### src/rtl/cpu_pkg.sv
// Shared definitions for the fetch front end: reset PC, PC step,
// redirect-source encoding and the PC sequencer FSM states.
package cpu_pkg;

  localparam logic [31:0] RESET_PC = 32'h0000_3000;
  localparam logic [31:0] PC_STEP  = 32'd4;

  typedef enum logic [1:0] {
    SRC_SEQ,
    SRC_BR,
    SRC_J,
    SRC_JR
  } src_e;

  typedef enum logic {
    BOOT,
    RUN
  } state_e;

endpackage

### src/rtl/pc_target_sel.sv
// Redirect-source priority encoder (jr > jump > branch) and branch-target adder.
module pc_target_sel
  import cpu_pkg::*;
(
  input  logic [31:0] pc,
  input  logic        branch_en,
  input  logic [15:0] branch_offset,
  input  logic        jump_en,
  input  logic [31:0] jump_target,
  input  logic        jr_en,
  input  logic [31:0] jr_addr,
  output src_e        src,
  output logic [31:0] target,
  output logic        misalign
);

  logic [31:0] branch_target;

  // Word offset sign-extended and scaled; the sum wraps mod 2^32.
  assign branch_target = pc + PC_STEP + {{14{branch_offset[15]}}, branch_offset, 2'b00};

  always_comb begin
    src      = SRC_SEQ;
    target   = '0;
    misalign = 1'b0;
    if (jr_en) begin
      src      = SRC_JR;
      target   = {jr_addr[31:2], 2'b00};
      misalign = (jr_addr[1:0] != 2'b00);
    end else if (jump_en) begin
      src    = SRC_J;
      target = jump_target;
    end else if (branch_en) begin
      src    = SRC_BR;
      target = branch_target;
    end
  end

endmodule

### src/rtl/pc_sequencer.sv
// Architectural PC register with fetch handshake, stall hold and a
// one-entry pending-redirect buffer for redirects seen while not advancing.
module pc_sequencer
  import cpu_pkg::*;
#(
  parameter logic [31:0] RESET_PC = cpu_pkg::RESET_PC
) (
  input  logic        clk,
  input  logic        rst_n,
  input  logic        fetch_ready,
  input  logic        stall,
  input  logic        branch_en,
  input  logic [15:0] branch_offset,
  input  logic        jump_en,
  input  logic [31:0] jump_target,
  input  logic        jr_en,
  input  logic [31:0] jr_addr,
  output logic [31:0] pc_out,
  output logic        pc_valid,
  output logic [31:0] pc_plus4,
  output logic        misalign
);

  state_e      state_q, state_d;
  logic [31:0] pc_q, pc_d;
  logic        pend_v_q, pend_v_d;
  logic [31:0] pend_t_q, pend_t_d;
  logic        misalign_q;

  src_e        sel_src;
  logic [31:0] sel_target;
  logic        sel_misalign;
  logic        adv;
  logic        redirect;

  pc_target_sel u_target_sel (
    .pc            (pc_q),
    .branch_en     (branch_en),
    .branch_offset (branch_offset),
    .jump_en       (jump_en),
    .jump_target   (jump_target),
    .jr_en         (jr_en),
    .jr_addr       (jr_addr),
    .src           (sel_src),
    .target        (sel_target),
    .misalign      (sel_misalign)
  );

  assign pc_valid = (state_q == RUN);
  assign adv      = pc_valid & fetch_ready & ~stall;
  assign redirect = (sel_src != SRC_SEQ);
  assign pc_out   = pc_q;
  assign pc_plus4 = pc_q + PC_STEP;
  assign misalign = misalign_q;

  always_ff @(posedge clk or negedge rst_n) begin
    if (!rst_n) begin
      state_q <= BOOT;
    end else begin
      state_q <= state_d;
    end
  end

  always_comb begin
    state_d  = state_q;
    pc_d     = pc_q;
    pend_v_d = pend_v_q;
    pend_t_d = pend_t_q;

    case (state_q)
      BOOT:    state_d = RUN;
      RUN:     state_d = RUN;
      default: state_d = BOOT;
    endcase

    // A fresh redirect beats the buffered one; a non-advancing redirect
    // replaces whatever is buffered.
    if (adv) begin
      pend_v_d = 1'b0;
      pend_t_d = '0;
      if (redirect) begin
        pc_d = sel_target;
      end else if (pend_v_q) begin
        pc_d = pend_t_q;
      end else begin
        pc_d = pc_q + PC_STEP;
      end
    end else if (redirect) begin
      pend_v_d = 1'b1;
      pend_t_d = sel_target;
    end
  end

  always_ff @(posedge clk or negedge rst_n) begin
    if (!rst_n) begin
      pc_q       <= RESET_PC;
      pend_v_q   <= 1'b0;
      pend_t_q   <= '0;
      misalign_q <= 1'b0;
    end else begin
      pc_q       <= pc_d;
      pend_v_q   <= pend_v_d;
      pend_t_q   <= pend_t_d;
      misalign_q <= sel_misalign;
    end
  end

endmodule

### config.mk
export PLATFORM = sky130hd
export DESIGN_NAME = pc_sequencer
export DESIGN_NICKNAME = d
export VERILOG_FILES = /design/src/rtl/cpu_pkg.sv /design/src/rtl/pc_target_sel.sv /design/src/rtl/pc_sequencer.sv
export SDC_FILE = /design/constraint.sdc
export NUM_CORES = 1
export LEC_CHECK = 0
export BUFFER_PORTS_ARGS = -buffer_cell sky130_fd_sc_hd__buf_2
export CELL_PAD_IN_SITES_DETAIL_PLACEMENT = 1
export CELL_PAD_IN_SITES_GLOBAL_PLACEMENT = 2
export CORE_AREA = 2 2 146 148
export DETAILED_ROUTE_END_ITERATION = 6
export DIE_AREA = 0 0 148 150
export PLACE_DENSITY = 0.87
export SYNTH_ARGS = -nofsm -noshare
export SYNTH_HDL_FRONTEND = slang
export SYNTH_HIERARCHICAL = 1
export SYNTH_SLANG_ARGS = --single-unit
### constraint.sdc
create_clock -name clk -period 3.6 [get_ports clk]
set_input_delay 0.9 -clock clk [delete_from_list [all_inputs] [get_ports clk]]
set_output_delay 0.9 -clock clk [all_outputs]
set_load 0.01 [all_outputs]
==> Yosys cells after proc, flatten, opt, wreduce, memory -nomap -nowiden <==
Cells that the tools add are included.
{ "classes": {"add_sub_neg": 2, "muxes": 13, "bitwise_logic": 3, "n_reduce_logical": 3} }
{ "ops": {"columns": ["op", "n"], "rows": [
  ["32-bit two-way mux", 7],
  ["32-bit by 3-bit adder with 32-bit output (second input constant)", 1],
  ["32-bit adder", 1],
  ["2-bit nonzero test", 3],
  ["1-bit two-way mux", 4],
  ["2-bit two-way mux", 2],
  ["1-bit bitwise AND", 2],
  ["1-bit NOT", 1]
]} }
{ "word_totals": {"register_bits": 67, "in_bits": 87, "out_inout_bits": 66, "word_cells": 26} }

==> Logic depth before layout (Yosys ltp) <==
{ "depth": {"depth_word": 7, "mapped_depth": 17, "depth_no_buf": 17} }

==> Cells and area by module <==
Netlist, hierarchy kept.
{ "modules_own_cells": {"columns": ["mod", "instances", "cells_per_inst", "area_each_um2", "seq_area_each_um2"], "rows": [
  ["pc_sequencer", 1, 455, 3910.0, 1679.1],
  ["pc_target_sel", 1, 363, 2573.7, 0.0]
]} }

==> Least setup slack after synthesis <==
Ideal clock, no wire load.
{ "synth_timing": {"path_kind": "in2reg", "from": "input port branch_offset[1]", "to": "register pc_q[31], in the netlist pc_out[31]", "setup_time_ns": 0.119, "arrival_time_ns": 3.629, "t_required_ns": 3.481, "slack_ns": -0.147, "stages": 15, "path_buffers": 0, "cell_sequence": "ha_1 > ha_1 > inv_1 > fa_1 > nor2b_1 > o2111ai_1 > a211o_1 > a311oi_2 > a41o_1 > xnor2_1 > o21ai_1 > nand2_1 > o211ai_1 > o21a_1 > o21a_1"} }
{ "synth_via": {"elab_chain_cells": 5} }
{ "synth_lines": {"columns": ["item", "line_no", "text"], "rows": [
  ["start: declaration", "pc_sequencer.sv:13", "input logic [15:0] branch_offset,"],
  ["32-bit adder", "pc_target_sel.sv:20", "assign branch_target = pc + PC_STEP + {{14{branch_offset[15]}}, branch_offset, 2'b00};"],
  ["32-bit two-way mux", "pc_target_sel.sv:33", "end else if (branch_en) begin"],
  ["32-bit two-way mux", "pc_target_sel.sv:30", "end else if (jump_en) begin"],
  ["32-bit two-way mux", "pc_target_sel.sv:26", "if (jr_en) begin"],
  ["net sel_target[31]", "pc_sequencer.sv:31", "logic [31:0] sel_target;"],
  ["32-bit two-way mux", "pc_sequencer.sv:81", "if (redirect) begin"],
  ["end signal: assignment", "pc_sequencer.sv:101", "pc_q <= pc_d;"],
  ["end: declaration", "pc_sequencer.sv:25", "logic [31:0] pc_q, pc_d;"]
]} }
The timed path passes the listed nets, and every way through them passes these cells.
A chain may end at the register's enable or synchronous reset.

==> Worst setup path after layout <==
Ends and elaborated chain as after synthesis.

==> results.md <==
Global route:
- The largest net degree at the start of global routing is 41.
- The number of antenna violations at the first check in global routing is 1.
- The combined global-route utilization of all metal layers is 0.244.
- After global routing the overflow that remains totals 0.
- The number of global-route vias before repair was 7644.
- The first global-routing pass estimated 42.0 mm of wire.

STA:
- Setup violations remaining at the end of the flow were counted as 0.
- For the final routed database, the setup TNS stands at 0 ns.
- The post-layout worst setup margin is 0.0613 ns.
- The clock tree skew after final layout is 0.00471 ns.
- The time the worst path needs with I/O delays and setup is 3.54 ns.
- The total count of max-transition violations in the final report is 0.
- Setup repair after global routing could not meet its margin everywhere.
- For the pin with the worst max-slew slack, the measured transition is 0.739 ns.
- The worst max-slew margin expressed relative to the limit is 0.507.
- The highest clock frequency the design can meet is 283 MHz.
- The number of hold-slack violations in the final timing report was 0.
- The final critical-path share of the clock period is 0.983.

Detailed routing:
- The wire length per cell is 20.2 µm.
- The pre-antenna-repair detailed-routing pass consisted of 5 iterations.
- In the routed design, unresolved DRC markers number 0.
- For this block, the via count after detailed routing is 7425.
- The remaining antenna violation count is 0.
- The aggregate routed wire length is 27.4 mm.
- The number of vias per cell after detailed routing is 5.48.
- The count of routing violations after the opening detailed-route iteration is 468.

Synth:
- The number of enable-type register cells in the synthesized netlist is 0.
- The synthesized design spends more area on one cell type than any other, namely sky130_fd_sc_hd__dfrtp_1.
- The share of synthesized area in the top cell type comes to 0.251.
- The number of warnings reported in the yosys synthesis log is 6.
- The synthesized area divided by synthesized cell count is 7.93 µm².
- Synthesis handed over a netlist of 818 instances.
- After synthesis the netlist holds a flip-flop and latch count of 67.
- The number of unique standard cell types used by synthesis is 81.
- In the post-synthesis netlist, the biggest area contributors are sky130_fd_sc_hd__dfrtp_1 (25%), sky130_fd_sc_hd__ha_1 (11%), sky130_fd_sc_hd__nand2_1 (7.1%).
- The most frequent cell after synthesis is sky130_fd_sc_hd__nand2_1.
- Sorting the synthesized cells by how often they occur yields sky130_fd_sc_hd__nand2_1 (123), sky130_fd_sc_hd__a21oi_1 (81), sky130_fd_sc_hd__dfrtp_1 (65).
- After synthesis, the share of flip-flops with an asynchronous set or reset is 1.00.
- The cell area that synthesis handed to floorplanning was 6480 µm².
- The share of the Yosys chip area taken by registers is 0.259.
- For this run, the leading register cell type out of synthesis is sky130_fd_sc_hd__dfrtp_1.
- When the netlist entered floorplanning its net count stood at 964.

Final layout:
- The combined area of the multi-input logic cells is 4740 µm².
- The finished layout holds 1354 standard cells, fillers aside.
- Measured on the finished design, the core utilization comes to 0.437.
- The number of nets in the final layout is 1223.
- The synthesis-to-layout area growth is 39.5%.
- 0 antenna diodes ended up in the layout.
- The area of all sequential standard cells is 1680 µm².
- The ratio of cells with drive above 1 in the final layout is 0.352.
- After filler insertion, the fill cell instance count of the layout stands at 2548.

Setup path:
- The highest fanout seen on the critical path is 3.
- Data on the critical path is required at its endpoint by 3.82 ns.
- The type of element launching the critical path is an input pin.
- The worst setup path is of the in2reg kind.
- The capturing element type of the critical path is a register.
- Data arrives at the worst endpoint at 3.76 ns.

Flow run:
- The max-cap violation count is 0.

Floorplan:
- The core footprint is 20700 µm².
- 153 I/O pins were placed.
- The initial core utilization is 0.313.
- The site row count is 53.
- The floorplan step defined a die boundary enclosing 22200 µm².
- The die height is 150 µm.
- Measured along the x axis, the die boundary spans 148 µm.

CTS:
- The clock tree synthesis step divided the H-tree into 3 levels.
- In this run, post-CTS hold repair placed 0 buffers.
- The cell chosen for the clock root is sky130_fd_sc_hd__clkbuf_16.
- At the later pin of the worst-skew pair, clock insertion delay measures 0.33 ns.
- The clock sink count is 67.
- The clock transition at the registers of the reported paths is 0.05 ns.
- The longest clock path from root to sink contains 2 buffers.
- The CTS tree is done.
- Counting the buffers created by CTS gives 9.

Power:
- Across the VDD grid, the largest voltage drop is 0.000278 V.
- The switching fraction of total power is 0.412.
- Of the total power, registers draw 0.236.
- Cell internal power was estimated by the tool at 2.60 mW.
- The analysis attributes to cell leakage a power of 4.29 nW.
- The power share of the combinational group is 0.586.
- The reported net switching power is 1.82 mW.
- The total design power is 4.42 mW.
- The clock group share of total power is 0.179.
- Power spread over the standard cell area amounts to 489 nW/µm².

Place:
- The last weighted congestion value of the routability-driven placer is 0.888.
- Detailed placement ended at an HPWL of 21.7 mm.
- The pre-CTS setup slack is -0.376 ns.
- The placed instance count is 1339.
- The number of input and output port buffers inserted is 152.

Outcome:
- The flow ran to the end, and the final reports show no timing, DRC or antenna violations.

Hold path:
- The classification of the worst-slack hold path is reg2reg.
timing repair:
| item | CTS | global route |
|---|---|---|
| hold endpoints to repair | 0 | 0 |
| pin swaps | 7 | 16 |
| gates resized for setup | 6 | 39 |
| setup buffers | 2 | 0 |
| endpoints found under the setup margin | 6 | 19 |
layer usage:
layer,global-route usage,routed length [µm],up-vias
met5,0,7,-
met4,0.0805,779,2
met3,0.0476,1590,41
met2,0.426,13400,245
met1,0.302,11600,3618
li1,-,-,3519
state kept, by name, indices dropped and copies added, names as in the netlist:
register	cells
pend_t_q	32
pc_out	32
pc_valid	1
misalign	1
pend_v_q	1
cells in the final DEF (no fill, tap or decap), drive strengths merged, types with 5 or more instances in the layout:
master	synthesis	final
o211ai	7	7
nor2b	11	11
nand3	21	21
a22oi	19	19
o21ai	64	64
nor2	36	36
a221oi	10	10
nand4	16	16
a21oi	81	81
a21boi	8	8
xor2	22	22
o21bai	5	5
inv	24	24
nand2b	5	5
a31oi	11	11
buf	16	306
clkbuf	42	13
xnor2	30	30
o21a	8	8
a31o	5	5
ha	58	58
dfrtp	65	65
nor4	6	6
a21o	16	16
and3	14	14
o31ai	5	5
nand2	124	124
nor3	11	11
logic make-up after synthesis:
logic type,after synthesis,share of synthesized area
AO/OA/AOI/OAI,289,0.293
XOR/XNOR,52,0.0702
adder cells (fa/ha/maj),59,0.115
buffers and inverters,82,0.0515
flip-flops,67,0.259
multiplexers,4,0.00637
other,1,0.000578
AND/OR/NAND/NOR,264,0.205
worst paths after layout:
| path | start | endpoint | slack (ns) | cells past startpoint |
|---|---|---|---|---|
| worst min register to register | pend_t_q[14] | pend_t_q[14] | 0.51 | 2 |
| max in group asynchronous | rst_n | pc_out[13] | 2.23 | 2 |
| worst min-delay path | pend_t_q[14] | pend_t_q[14] | 0.51 | 2 |
| min in group asynchronous | rst_n | pend_t_q[28] | 0.62 | 1 |
| worst max-delay path | branch_offset[1] | pc_out[31] | 0.06 | 16 |
| worst max register to register | pc_out[3] | pc_out[31] | 0.25 | 15 |
worst max-delay path, stage by stage:
cell,delay [ns]
sky130_fd_sc_hd__buf_6,0.10
sky130_fd_sc_hd__ha_4,0.26
sky130_fd_sc_hd__ha_4,0.12
sky130_fd_sc_hd__inv_2,0.03
sky130_fd_sc_hd__fa_2,0.37
sky130_fd_sc_hd__nor2b_4,0.17
sky130_fd_sc_hd__o2111ai_4,0.15
sky130_fd_sc_hd__a211o_1,0.32
sky130_fd_sc_hd__a311oi_2,0.27
sky130_fd_sc_hd__a41o_1,0.23
sky130_fd_sc_hd__xnor2_1,0.12
sky130_fd_sc_hd__o21ai_1,0.11
sky130_fd_sc_hd__nand2_1,0.12
sky130_fd_sc_hd__o211ai_1,0.12
sky130_fd_sc_hd__o21a_1,0.22
sky130_fd_sc_hd__o21a_1,0.16
per-stage QoR:
stage                     area, µm²  hold slack (ns)
after detailed placement       8560            0.511
after floorplan                6550            0.495
final                          9050            0.515
after global placement         8560            0.506
after global routing           9050            0.536
after CTS                      8850            0.519
power by group through the flow:
stage                     Clock [mW]  Sequential [mW]  Combinational (mW)
after floorplan                    0             1.06                1.28
after global placement             0             1.05                2.39
after detailed placement           0             1.05                2.45
after CTS                      0.797             1.04                2.48
after global routing           0.835             1.05                2.84
final                          0.791             1.04                2.59
cell type report:
cell class | instances | area share
clock buffers | 13 | 0.0277
inverters | 24 | 0.00996
multi-input cells | 669 | 0.524
flip-flops and latches | 67 | 0.186
well taps | 275 | 0.0380
repair buffers | 306 | 0.215
(Power assumes the default switching activity.)
